--- config.mk ---
export PLATFORM = sky130hd
export DESIGN_NAME = accum_pipelined_unit
export DESIGN_NICKNAME = d
export VERILOG_FILES = /design/src/rtl/accum_pipelined_unit.sv
export SDC_FILE = /design/constraint.sdc
export NUM_CORES = 1
export LEC_CHECK = 0
export ABC_CLOCK_PERIOD_IN_PS = 4400
export BUFFER_PORTS_ARGS = -buffer_cell sky130_fd_sc_hd__buf_2
export CELL_PAD_IN_SITES_DETAIL_PLACEMENT = 1
export CELL_PAD_IN_SITES_GLOBAL_PLACEMENT = 2
export CORE_MARGIN = 2
export CORE_UTILIZATION = 34
export CTS_BUF_LIST = sky130_fd_sc_hd__clkbuf_8
export CTS_CLUSTER_SIZE = 16
export DETAILED_ROUTE_END_ITERATION = 10
export PLACE_DENSITY = 0.87
export SETUP_SLACK_MARGIN = 0.05
export SLEW_MARGIN = 20
export SYNTH_ARGS = -nofsm -noshare
export SYNTH_HDL_FRONTEND = slang
export SYNTH_SLANG_ARGS = --single-unit
--- constraint.sdc ---
create_clock -name clk -period 4.4 [get_ports clk]
set_input_delay 0 -clock clk [delete_from_list [all_inputs] [get_ports clk]]
set_output_delay 0 -clock clk [all_outputs]
set_load 0.05 [all_outputs]
--- src/rtl/accum_pipelined_unit.sv ---
// accum_pipelined_unit: walks a strided vector with up to p_max_inflight reads outstanding and
// reduces the returned words (sum/umax/umin/xor). Optional macro ACCUM_SATURATE_EN clamps sum mode.

package mem_msgs_pkg;

    localparam logic [2:0] MEM_TYPE_READ = 3'd0;

    typedef struct packed {
        logic [2:0]  type_;
        logic [7:0]  opaque;
        logic [31:0] addr;
        logic [1:0]  len;
        logic [31:0] data;
    } mem_req_4B_t;

    typedef struct packed {
        logic [2:0]  type_;
        logic [7:0]  opaque;
        logic [1:0]  test;
        logic [1:0]  len;
        logic [31:0] data;
    } mem_resp_4B_t;

endpackage

module accum_pipelined_unit
    import mem_msgs_pkg::*;
#(
    parameter int p_max_inflight = 4,
    parameter int p_result_nbits = 32
) (
    input  logic                      clk,
    input  logic                      reset,
    input  logic                      go,
    input  logic [31:0]               base_addr,
    input  logic [31:0]               size,
    input  logic [31:0]               stride,
    input  logic [1:0]                mode,
    output logic                      done,
    output logic [p_result_nbits-1:0] result,
    output mem_req_4B_t               mem_reqstream_msg,
    output logic                      mem_reqstream_val,
    input  logic                      mem_reqstream_rdy,
    input  mem_resp_4B_t              mem_respstream_msg,
    input  logic                      mem_respstream_val,
    output logic                      mem_respstream_rdy,
    output logic [1:0]                state_dbg
);

    localparam int R  = p_result_nbits;
    localparam int IW = $clog2(p_max_inflight + 1);
    localparam int PW = (p_max_inflight > 1) ? $clog2(p_max_inflight) : 1;

    localparam logic [1:0] MODE_SUM  = 2'd0;
    localparam logic [1:0] MODE_UMAX = 2'd1;
    localparam logic [1:0] MODE_UMIN = 2'd2;
    localparam logic [1:0] MODE_XOR  = 2'd3;

    typedef enum logic [1:0] {
        IDLE = 2'd0,
        RUN  = 2'd1,
        DONE = 2'd2
    } state_t;

    state_t state, state_next;

    logic [31:0]   addr_r;
    logic [31:0]   size_r;
    logic [31:0]   stride_r;
    logic [1:0]    mode_r;
    logic [31:0]   issue_idx;
    logic [31:0]   resp_cnt;
    logic [IW-1:0] inflight;

    logic go_acc;
    logic issue;
    logic enq;
    logic deq;

    // Response queue: a small circular buffer holding only the data field.
    logic [31:0]   q_data [p_max_inflight];
    logic [PW-1:0] wr_ptr, rd_ptr;
    logic [IW-1:0] q_cnt;

    logic [R-1:0] resp_ext;
    logic [R-1:0] sum_val;
    logic [R-1:0] reduced;
    logic [R-1:0] identity;
    logic         resp_unused;

    function automatic logic [PW-1:0] ptr_inc(input logic [PW-1:0] p);
        return (p == PW'(p_max_inflight - 1)) ? '0 : p + PW'(1);
    endfunction

    // Both streams use val/rdy: a beat transfers on the rising edge where val && rdy; while a
    // request waits for rdy its val and msg stay stable, and msg is all-zero whenever val is low.
    assign mem_reqstream_val  = (state == RUN) && (issue_idx < size_r)
                              && (inflight < IW'(p_max_inflight));
    assign mem_respstream_rdy = (q_cnt != IW'(p_max_inflight));

    assign issue = mem_reqstream_val && mem_reqstream_rdy;
    assign enq   = mem_respstream_val && mem_respstream_rdy;
    assign deq   = (state == RUN) && (q_cnt != '0);

    assign state_dbg   = state;
    assign resp_unused = ^{mem_respstream_msg.type_, mem_respstream_msg.opaque,
                           mem_respstream_msg.test, mem_respstream_msg.len};

    always_comb begin
        mem_reqstream_msg = '0;
        if (mem_reqstream_val) begin
            mem_reqstream_msg.type_  = MEM_TYPE_READ;
            mem_reqstream_msg.opaque = issue_idx[7:0];
            mem_reqstream_msg.addr   = addr_r;
        end
    end

    always_ff @(posedge clk) begin
        if (reset) begin
            state <= IDLE;
        end else begin
            state <= state_next;
        end
    end

    always_comb begin
        state_next = state;
        go_acc     = 1'b0;
        done       = 1'b0;
        case (state)
            IDLE: begin
                if (go) begin
                    go_acc     = 1'b1;
                    state_next = (size == 32'd0) ? DONE : RUN;
                end
            end
            RUN: begin
                if (deq && (resp_cnt == size_r - 32'd1)) begin
                    state_next = DONE;
                end
            end
            DONE: begin
                done       = 1'b1;
                state_next = IDLE;
            end
            default: state_next = IDLE;
        endcase
    end

    assign resp_ext = R'(q_data[rd_ptr]);
    assign identity = (mode == MODE_UMIN) ? R'(32'hFFFF_FFFF) : '0;

`ifdef ACCUM_SATURATE_EN
    // A clamped all-ones result stays clamped: any nonzero addend overflows again.
    logic [R:0] sum_full;
    assign sum_full = {1'b0, result} + {1'b0, resp_ext};
    assign sum_val  = sum_full[R] ? '1 : sum_full[R-1:0];
`else
    assign sum_val = result + resp_ext;
`endif

    always_comb begin
        reduced = result;
        case (mode_r)
            MODE_SUM:  reduced = sum_val;
            MODE_UMAX: reduced = (resp_ext > result) ? resp_ext : result;
            MODE_UMIN: reduced = (resp_ext < result) ? resp_ext : result;
            MODE_XOR:  reduced = result ^ resp_ext;
        endcase
    end

    always_ff @(posedge clk) begin
        if (reset) begin
            addr_r    <= '0;
            size_r    <= '0;
            stride_r  <= '0;
            mode_r    <= '0;
            issue_idx <= '0;
            resp_cnt  <= '0;
            inflight  <= '0;
            result    <= '0;
        end else if (go_acc) begin
            addr_r    <= base_addr;
            size_r    <= size;
            stride_r  <= stride;
            mode_r    <= mode;
            issue_idx <= '0;
            resp_cnt  <= '0;
            inflight  <= '0;
            result    <= identity;
        end else begin
            if (issue) begin
                issue_idx <= issue_idx + 32'd1;
                addr_r    <= addr_r + stride_r;
            end
            if (deq) begin
                resp_cnt <= resp_cnt + 32'd1;
                result   <= reduced;
            end
            case ({issue, deq})
                2'b10:   inflight <= inflight + IW'(1);
                2'b01:   inflight <= inflight - IW'(1);
                default: inflight <= inflight;
            endcase
        end
    end

    always_ff @(posedge clk) begin
        if (reset) begin
            wr_ptr <= '0;
            rd_ptr <= '0;
            q_cnt  <= '0;
        end else begin
            if (enq) begin
                wr_ptr <= ptr_inc(wr_ptr);
            end
            if (deq) begin
                rd_ptr <= ptr_inc(rd_ptr);
            end
            case ({enq, deq})
                2'b10:   q_cnt <= q_cnt + IW'(1);
                2'b01:   q_cnt <= q_cnt - IW'(1);
                default: q_cnt <= q_cnt;
            endcase
        end
    end

    always_ff @(posedge clk) begin
        if (enq) begin
            q_data[wr_ptr] <= mem_respstream_msg.data;
        end
    end

    a_inflight_bound: assert property (@(posedge clk) disable iff (reset)
        inflight <= IW'(p_max_inflight));
    a_req_msg_zero: assert property (@(posedge clk) disable iff (reset)
        !mem_reqstream_val |-> (mem_reqstream_msg == '0));
    a_queue_bound: assert property (@(posedge clk) disable iff (reset)
        q_cnt <= IW'(p_max_inflight));

endmodule

Word-level counts from Yosys, hierarchy flattened
Memories as Yosys holds them, arrays and structs flattened. A register that Yosys moved wholly into a read port is not among the register bits.
Index checks and enable logic that the tools add are counted.

word-level totals
  bits in registers = 206
  bits in writable memories = 128
  bits of input ports = 150
  output and inout bits = 114
  logic and storage cells = 88
  memories kept = 1

operators by class
  add/subtract/negate cells = 11
  order comparisons = 4
  eq/ne operators = 18
  mux-type cells = 24
  bitwise logic cells = 1
  reduce and logical (&&, ||, !) cells = 17

memory list
  name    depth  width  rd ports  clocked after Yosys merged registers in  write ports  line  text
  q_data  4      32     1         1                                        1            81    logic [31:0] q_data [p_max_inflight];

operator list
  operator                 number
  $mux W32                 7
  $pmux W32 S4             1
  $add A32 B1 Y32 const B  2
  $add A32 B32 Y32         2
  $lt A32 B32 Y1           2
  $mux W40                 1
  $eq A32 B32 Y1           1
  $gt A32 B32 Y1           1
  $logic_not A32 Y1        1
  $sub A32 B1 Y32 const B  1
  $xor A32 B32 Y32         1
  $eq A2 B2 Y1 const B     8
  $mux W2                  7
  $pmux W3 S2              2
  $ne A3 B3 Y1 const B     3
  $eq A2 B1 Y1 const B     4
  $reduce_bool A2 Y1       4
  $add A3 B1 Y3 const B    2
  $logic_and A1 B1 Y1      6
  $sub A3 B1 Y3 const B    2
  $mux W1                  5
  $add A2 B1 Y2 const B    2
  $logic_not A2 Y1         2
  $pmux W2 S2              1
  other kinds (7)          7

Logic depth before layout (Yosys ltp)
Gate-level depths: netlist (run 1).

  depth after elaboration = 6
  gate-level depth with buffers = 19
  mapped depth without buffers = 15

Worst setup path before layout (run 1)
OpenSTA, ideal clock, no wires.

  path type = flip-flop to flip-flop
  start = register (tool-made name)
  end = register result[30]
  arrival time = 4,527 ps
  required time = 4,337 ps
  path slack = -190 ps
  cell stages (with the launch flop) = 17
  path buffers = 6
  path through = dfxtp_1 > clkbuf_1 > buf_1 > clkbuf_1 > mux4_2 > ha_1 > clkbuf_1 > nand4_1 > nor4_1 > nand2_1 > a31oi_1 > o21ai_0 > o311ai_1 > clkbuf_1 > buf_1 > o221ai_1 > nand3_1

RTL lines
  item                  line  text
  end signal, assigned  190   result <= identity;
  end signal, assigned  198   result <= reduced;
  end, declared         40    output logic [p_result_nbits-1:0] result,

==> flow_summary.toml, run 1 <==
[timing]
setup_viol = 0
final.period_utilization_pct = 94.1
rsz0062_at_grt = "yes"
timing.fmax_ghz = 0.242
slew_viol_final = 0
hold_viol = 0
fin_skew_ns = 0.0654
max-slew-margin-rel_pct = 29.0
fin_crit_ns = 4.14
tns_ns = 0
worst_slew_pin_slew_ns = 1.07

[clock_tree]
clk_pin_slew_ns = 0.07
clock_path_buffers = 3
insertion_delay_ns = 0.69
cts_num_sinks = 336
htreeDepth = 2
numCtsBuffers = 61
root_buffer = "clkbuf_8"
cts_tree = "yes"

[setup_path]
ff2ff_path_depth = 14
endpoint_kind = "flop"
cp-start-kind = "flop"
critPathKind = "reg -> reg"
crit_required_ns = 4.94
cp.arrival_ns = 4.68
crit_fanout = 22
rr_endpoint = "result[27]"
ff2ff_setup_slack_ns = 0.26

[route]
wl_per_cell_um = 20.0
drc = 0
first_iter_violations = 865
postRouteAntennaNets = 0
routed_via_density = 5.34
drt-pass1-iter-count = 5
wl_um = 68400
vias = 18200

[placed_design]
place_hpwl_um = 47200
place_inst = 3145
io_buffers = 211
place_area_mm2 = 0.0220
gp_congestion = 0.872

[yosys]
synthCells = 2228
avgSynthCellArea_um2 = 9.02
ys_warn_count = 0
synth.cell_area_mm2 = 0.0201
synth_flop_cell = "dfxtp_1"
synth.distinct_cells = 82
async_reset_ff_share_pct = 0
synth_edf_count = 128
synth_seq_cells = 336
synth-seq-area-share_pct = 39.9

[global_route]
grt_max_degree = 87
grt-ovfl-total = 0
track_usage_pct = 22.2
antenna_found_initial = 2
grt_pass1_vias = 19400
grt_first_pass_wirelength_um = 107000

[worst_hold_path]
hold_path_class = "in -> reg"
whs_endpoint = "q_data[0][23]"
hold_path_depth = 2
hp-start = "mem_respstream_msg[23]"

[final_layout]
stdcell_area_mm2 = 0.0248
layout_commonest_cell = "nand2_1"
fillers = 6728
stdcell_count = 3413
drive_gt1_share_pct = 15.7
fin_nets = 2887
final_cell_mix = "275 x nand2_1, 210 x buf_2, 207 x dfxtp_1, 201 x a21oi_1, 189 x nor2_1"
area.growth.synth_to_final_pct = 23.7
final_util_pct = 42.3

[floorplanning]
pin_count = 264
coreArea_mm2 = 0.0587
rows = 89
die_y_um = 247
die_x_um = 247
start_util_pct = 34.2
die_area_mm2 = 0.0611

[power]
seq_power_share_pct = 36.8
p_int_mw = 6.31
p_clk_share_pct = 33.4
p_per_area_mw_per_mm2 = 395
p_leak_nw = 10.2
finalPower_mw = 9.82
p_comb_share_pct = 29.8
p_switching_mw = 3.51
netSwitchingFraction_pct = 35.7
max-vdd-ir-drop_uv = 327

[status]
outcome = "finished, final reports clean"

[run]
maxCapViolCount = 0
==> Yosys cell counts (16+ instances only) <==
cell      count  area (um2)
o211ai_1     18         135
clkbuf_1     95         357
a21oi_1     202        1010
inv_1       130         488
and2_1       51         319
nand2_1     277        1040
a21o_1       21         158
xnor2_1      73         639
and3_1       24         150
mux4_2       32         721
nand4_1      48         300
edfxtp_1    128        3840
buf_4        37         278
a31oi_1      20         125
dfxtp_1     208        4160
o31ai_1      16         120
o21ai_0     100         500
nand3_1      44         220
nor3_1       24         120
xor2_1       50         438
nor4_1       22         138
or3_1        18         113
ha_1        146        1830
a211oi_1     30         225
nor2_1      189         709
==> through the flow <==
stage	setup WS, ns	hold slack (ns)
finish	0.261	0.0668
global route	0.0395	0.0392
CTS	0.136	0.00248
detailed placement	0.316	0.217
global placement	0.334	0.209
floorplan	0.276	0.0989
==> how the worst max path moves through the flow <==
| stage | from | end | slack [ns] | cells after the start |
|---|---|---|---|---|
| finish | flop | result[27] | 0.26 | 14 |
| global route | size_r[19] | addr_r[3] | 0.04 | 14 |
| detailed placement | flop | result[30] | 0.32 | 14 |
| floorplan | flop | result[30] | 0.28 | 16 |
| CTS | size_r[15] | addr_r[3] | 0.14 | 14 |
| global placement | flop | result[30] | 0.33 | 14 |
==> layout make-up <==
cell class	instances	area, um2	share of cell area, %
Multi-Input combinational cell	1655	11100	44.6
Sequential cell	336	8010	32.2
Timing Repair Buffer	401	2920	11.8
Clock buffer	76	1050	4.21
Tap cell	773	967	3.89
Inverter	132	495	1.99
Clock inverter	39	313	1.26
Antenna cell	1	2.50	0.0101
==> timing repair <==
item                       CTS  global route
hold buffers               150             0
setup buffers                0             2
hold endpoints to repair   250             0
setup endpoints to repair    0             4
resized for setup            0             3
==> flip-flops by register name, summed over array words and instances (netlist names), named ones only <==
name,count
q_cnt,3
mode_r,2
issue_idx,32
addr_r,32
wr_ptr,2
state_dbg,2
size_r,32
resp_cnt,32
result,32
q_data,128
rd_ptr,2
inflight,3
stride_r,32
==> per-layer routing <==
metal	vias up	track usage, %	share of wire [%]	wire [um]
met5	-	0	0.019	13
met4	2	6.57	2.5	1720
met3	113	3.67	4.6	3120
met2	413	40.3	50	34500
met1	9029	26.6	42	29000
li1	8674	-	-	-
==> worst max-delay path, stage by stage (launching register included) <==
cell	delay, ns
dfxtp_2	0.35
buf_12	0.23
mux4_2	0.62
ha_1	0.43
a21oi_1	0.19
a21oi_1	0.08
a211oi_1	0.26
o211ai_1	0.27
o21ai_0	0.36
o311ai_4	0.16
buf_4	0.18
buf_4	0.19
a221o_1	0.30
o221a_2	0.25
o21a_1	0.09
==> logic make-up after synthesis <==
| kind of cell | Yosys count | share of synthesized area [%] |
|---|---|---|
| and+or+nand+nor | 753 | 17.7 |
| AOI/OAI and AO/OA | 543 | 17.3 |
| DFF | 336 | 39.9 |
| buffers and inverters | 273 | 5.84 |
| adders and majority gates | 150 | 9.49 |
| xor gates and xnor gates | 123 | 5.36 |
| muxes | 49 | 4.46 |
| other | 1 | 0.0187 |
==> power by group through the flow <==
stage,combinational [mW],clock (mW),sequential (mW)
after floorplan,1.85,0,3.76
after global placement,2.69,0,3.67
after detailed placement,2.77,0,3.68
after CTS,2.90,3.36,3.61
after global routing,3.21,3.51,3.64
final,2.93,3.28,3.62
Power figures use the tool's default switching activity.
==> run 2: changes to the inputs <==
CORE_MARGIN = 3   (was 2)
HOLD_SLACK_MARGIN = 0.08   (was default)
==> run 2 against run 1 <==
Effect of this change:
- sequential share of layout area fell by 0.38 points
- critical path depth decreased by 1
- combinational power grew 1%
- maximum frequency up 1.3%
- worst setup slack improved by 0.055 ns
- flip-flop and latch count unchanged
- die area up 1.6%
- non-clock buffer count up 45
- clock skew down 0.019 ns
- largest cell class unchanged
- largest power group unchanged
==> flow_summary.toml, run 2 (same netlist as run 1, synthesis figures left out) <==
[final_layout]
regMostFlops = "q_data"
area.growth.synth_to_final_pct = 25.1
layout_commonest_cell = "nand2_1"
fillers = 6786
largest_reg_flops = 128
drive_gt1_share_pct = 14.9
stdcell_count = 3445
fin_nets = 2931
final_util_pct = 43.2
final_cell_mix = "275 x nand2_1, 210 x buf_2, 207 x dfxtp_1, 202 x a21oi_1, 201 x dlygate4sd3_1"

[route]
wl_um = 69600
postRouteAntennaNets = 0
vias = 18400
first_iter_violations = 1040
routed-wl-met2_um = 34900
met1_length_um = 29500
wl_per_cell_um = 20.2
drc = 0
routed_via_density = 5.35
top_layer = "met4"
wl_met3_um = 3220
drt-pass1-iter-count = 5

[setup_path]
endpoint_kind = "flop"
cpPeakStageDelay_ns = 0.57
cp.arrival_ns = 4.63
cpMaxStageDelayCell = "mux4_2"
crit_required_ns = 4.95
crit_chain = "buf_12 -> mux4_2 -> ha_1 -> nand4_1 -> nor4_2 -> buf_4 -> nand2_1 -> a31oi_1 -> o21ai_0 -> o311ai_4 -> buf_4 -> o21ai_0 -> a211oi_1"
cp-start-kind = "flop"
critPathKind = "reg -> reg"
crit_fanout = 17

[timing]
tns_ns = 0
setup_viol = 0
fin_skew_ns = 0.0464
timing.fmax_ghz = 0.245
slew_viol_final = 0
final.period_utilization_pct = 92.8
hold_ws_ns = 0.156
rsz0062_at_grt = "yes"
worst_slew_pin_slew_ns = 1.07
fin_crit_ns = 4.08
max-slew-margin-rel_pct = 28.3
hold_viol = 0

[global_route]
track_usage_pct = 21.7
grt_pass1_vias = 19700
grt-ovfl-total = 0
antenna_found_initial = 4
grt_first_pass_wirelength_um = 110000
grt_max_degree = 85

[power]
seq_power_share_pct = 37.9
p_clk_share_pct = 30.9
p_int_mw = 6.06
p_switching_mw = 3.47
netSwitchingFraction_pct = 36.4
p_comb_share_pct = 31.1
p_per_area_mw_per_mm2 = 379
max-vdd-ir-drop_uv = 401
p_leak_nw = 10.4
finalPower_mw = 9.53

[floorplanning]
coreArea_mm2 = 0.0581
die_area_mm2 = 0.0621
pin_count = 264
rows = 88
die_y_um = 249
die_x_um = 249
start_util_pct = 34.6

[clock_tree]
htreeDepth = 2
insertion_delay_ns = 0.67
cts_tree = "yes"
root_buffer = "clkbuf_8"
clock_path_buffers = 3
numCtsBuffers = 60
cts_num_sinks = 336
clk_pin_slew_ns = 0.06

[run]
maxCapViolCount = 0

[worst_hold_path]
hold_path_class = "in -> reg"

[placed_design]
io_buffers = 211
place_hpwl_um = 46800
place_inst = 3132
gp_congestion = 0.893

[status]
outcome = "finished, final reports clean"
[run 2: cell count changes in the layout (fill, tap and decap cells not counted), sizes merged]
| cell | previous run | this run |
|---|---|---|
| buf | 251 | 244 |
| dlygate4sd3 | 150 | 201 |
| inv | 148 | 153 |
| bufinv | 4 | 2 |
| clkbuf | 76 | 69 |
[run 2: power groups by stage]
stage / Clock (mW) / Sequential (mW) / Combinational (mW)
after floorplan: 0 / 3.76 / 1.85
after global placement: 0 / 3.66 / 2.67
after detailed placement: 0 / 3.68 / 2.75
after CTS: 3.03 / 3.61 / 2.91
after global routing: 3.16 / 3.64 / 3.26
final: 2.95 / 3.62 / 2.97
[run 2: final timing paths]
check	startpoint	to	slack, ns	cells after the start
min	stride[31]	stride_r[31]	0.16	4
min reg2reg	stride_r[24]	stride_r[24]	0.47	2
max	flop	result[10]	0.32	13
max reg2reg	flop	result[10]	0.32	13
[run 2: critical path: cells and delay by family (launching register included)]
| kind | cells | cell delay (ns) |
|---|---|---|
| buf+inv | 3 | 0.72 |
| flops | 1 | 0.42 |
| compound gates | 5 | 1.16 |
| mux | 1 | 0.57 |
| fa+ha+maj | 1 | 0.44 |
| simple gates | 3 | 0.66 |
[run 2: what timing repair did]
item	4_1_cts	5_1_grt
buffers inserted	0	0
endpoints found under the setup margin	0	31
hold buffers	201	0
gates resized for setup	0	8
hold endpoints to repair	282	0
[run 2: stage by stage]
step | area, um2 | setup WS, ns
detailed placement | 21900 | 0.0852
CTS | 25100 | 0.0775
global route | 25100 | 0.0444
global placement | 21900 | 0.138
floorplan | 20200 | 0.276
finish | 25100 | 0.316
[run 2: layer usage]
metal | vias up | track usage, %
met1 | 9112 | 26.6
met3 | 136 | 3.41
met4 | 0 | 6.38
met5 | - | 0
met2 | 424 | 39.3
li1 | 8747 | -
[run 2: final cells by class]
class,count,area [um2],area share (%)
Sequential cell,336,8010,31.9
Inverter,132,495,1.97
Tap cell,765,957,3.81
Multi-Input combinational cell,1655,11100,44.1
Timing Repair Buffer,446,3400,13.5
Clock buffer,68,936,3.72
Antenna cell,1,2.50,0.00995
Clock inverter,42,245,0.975
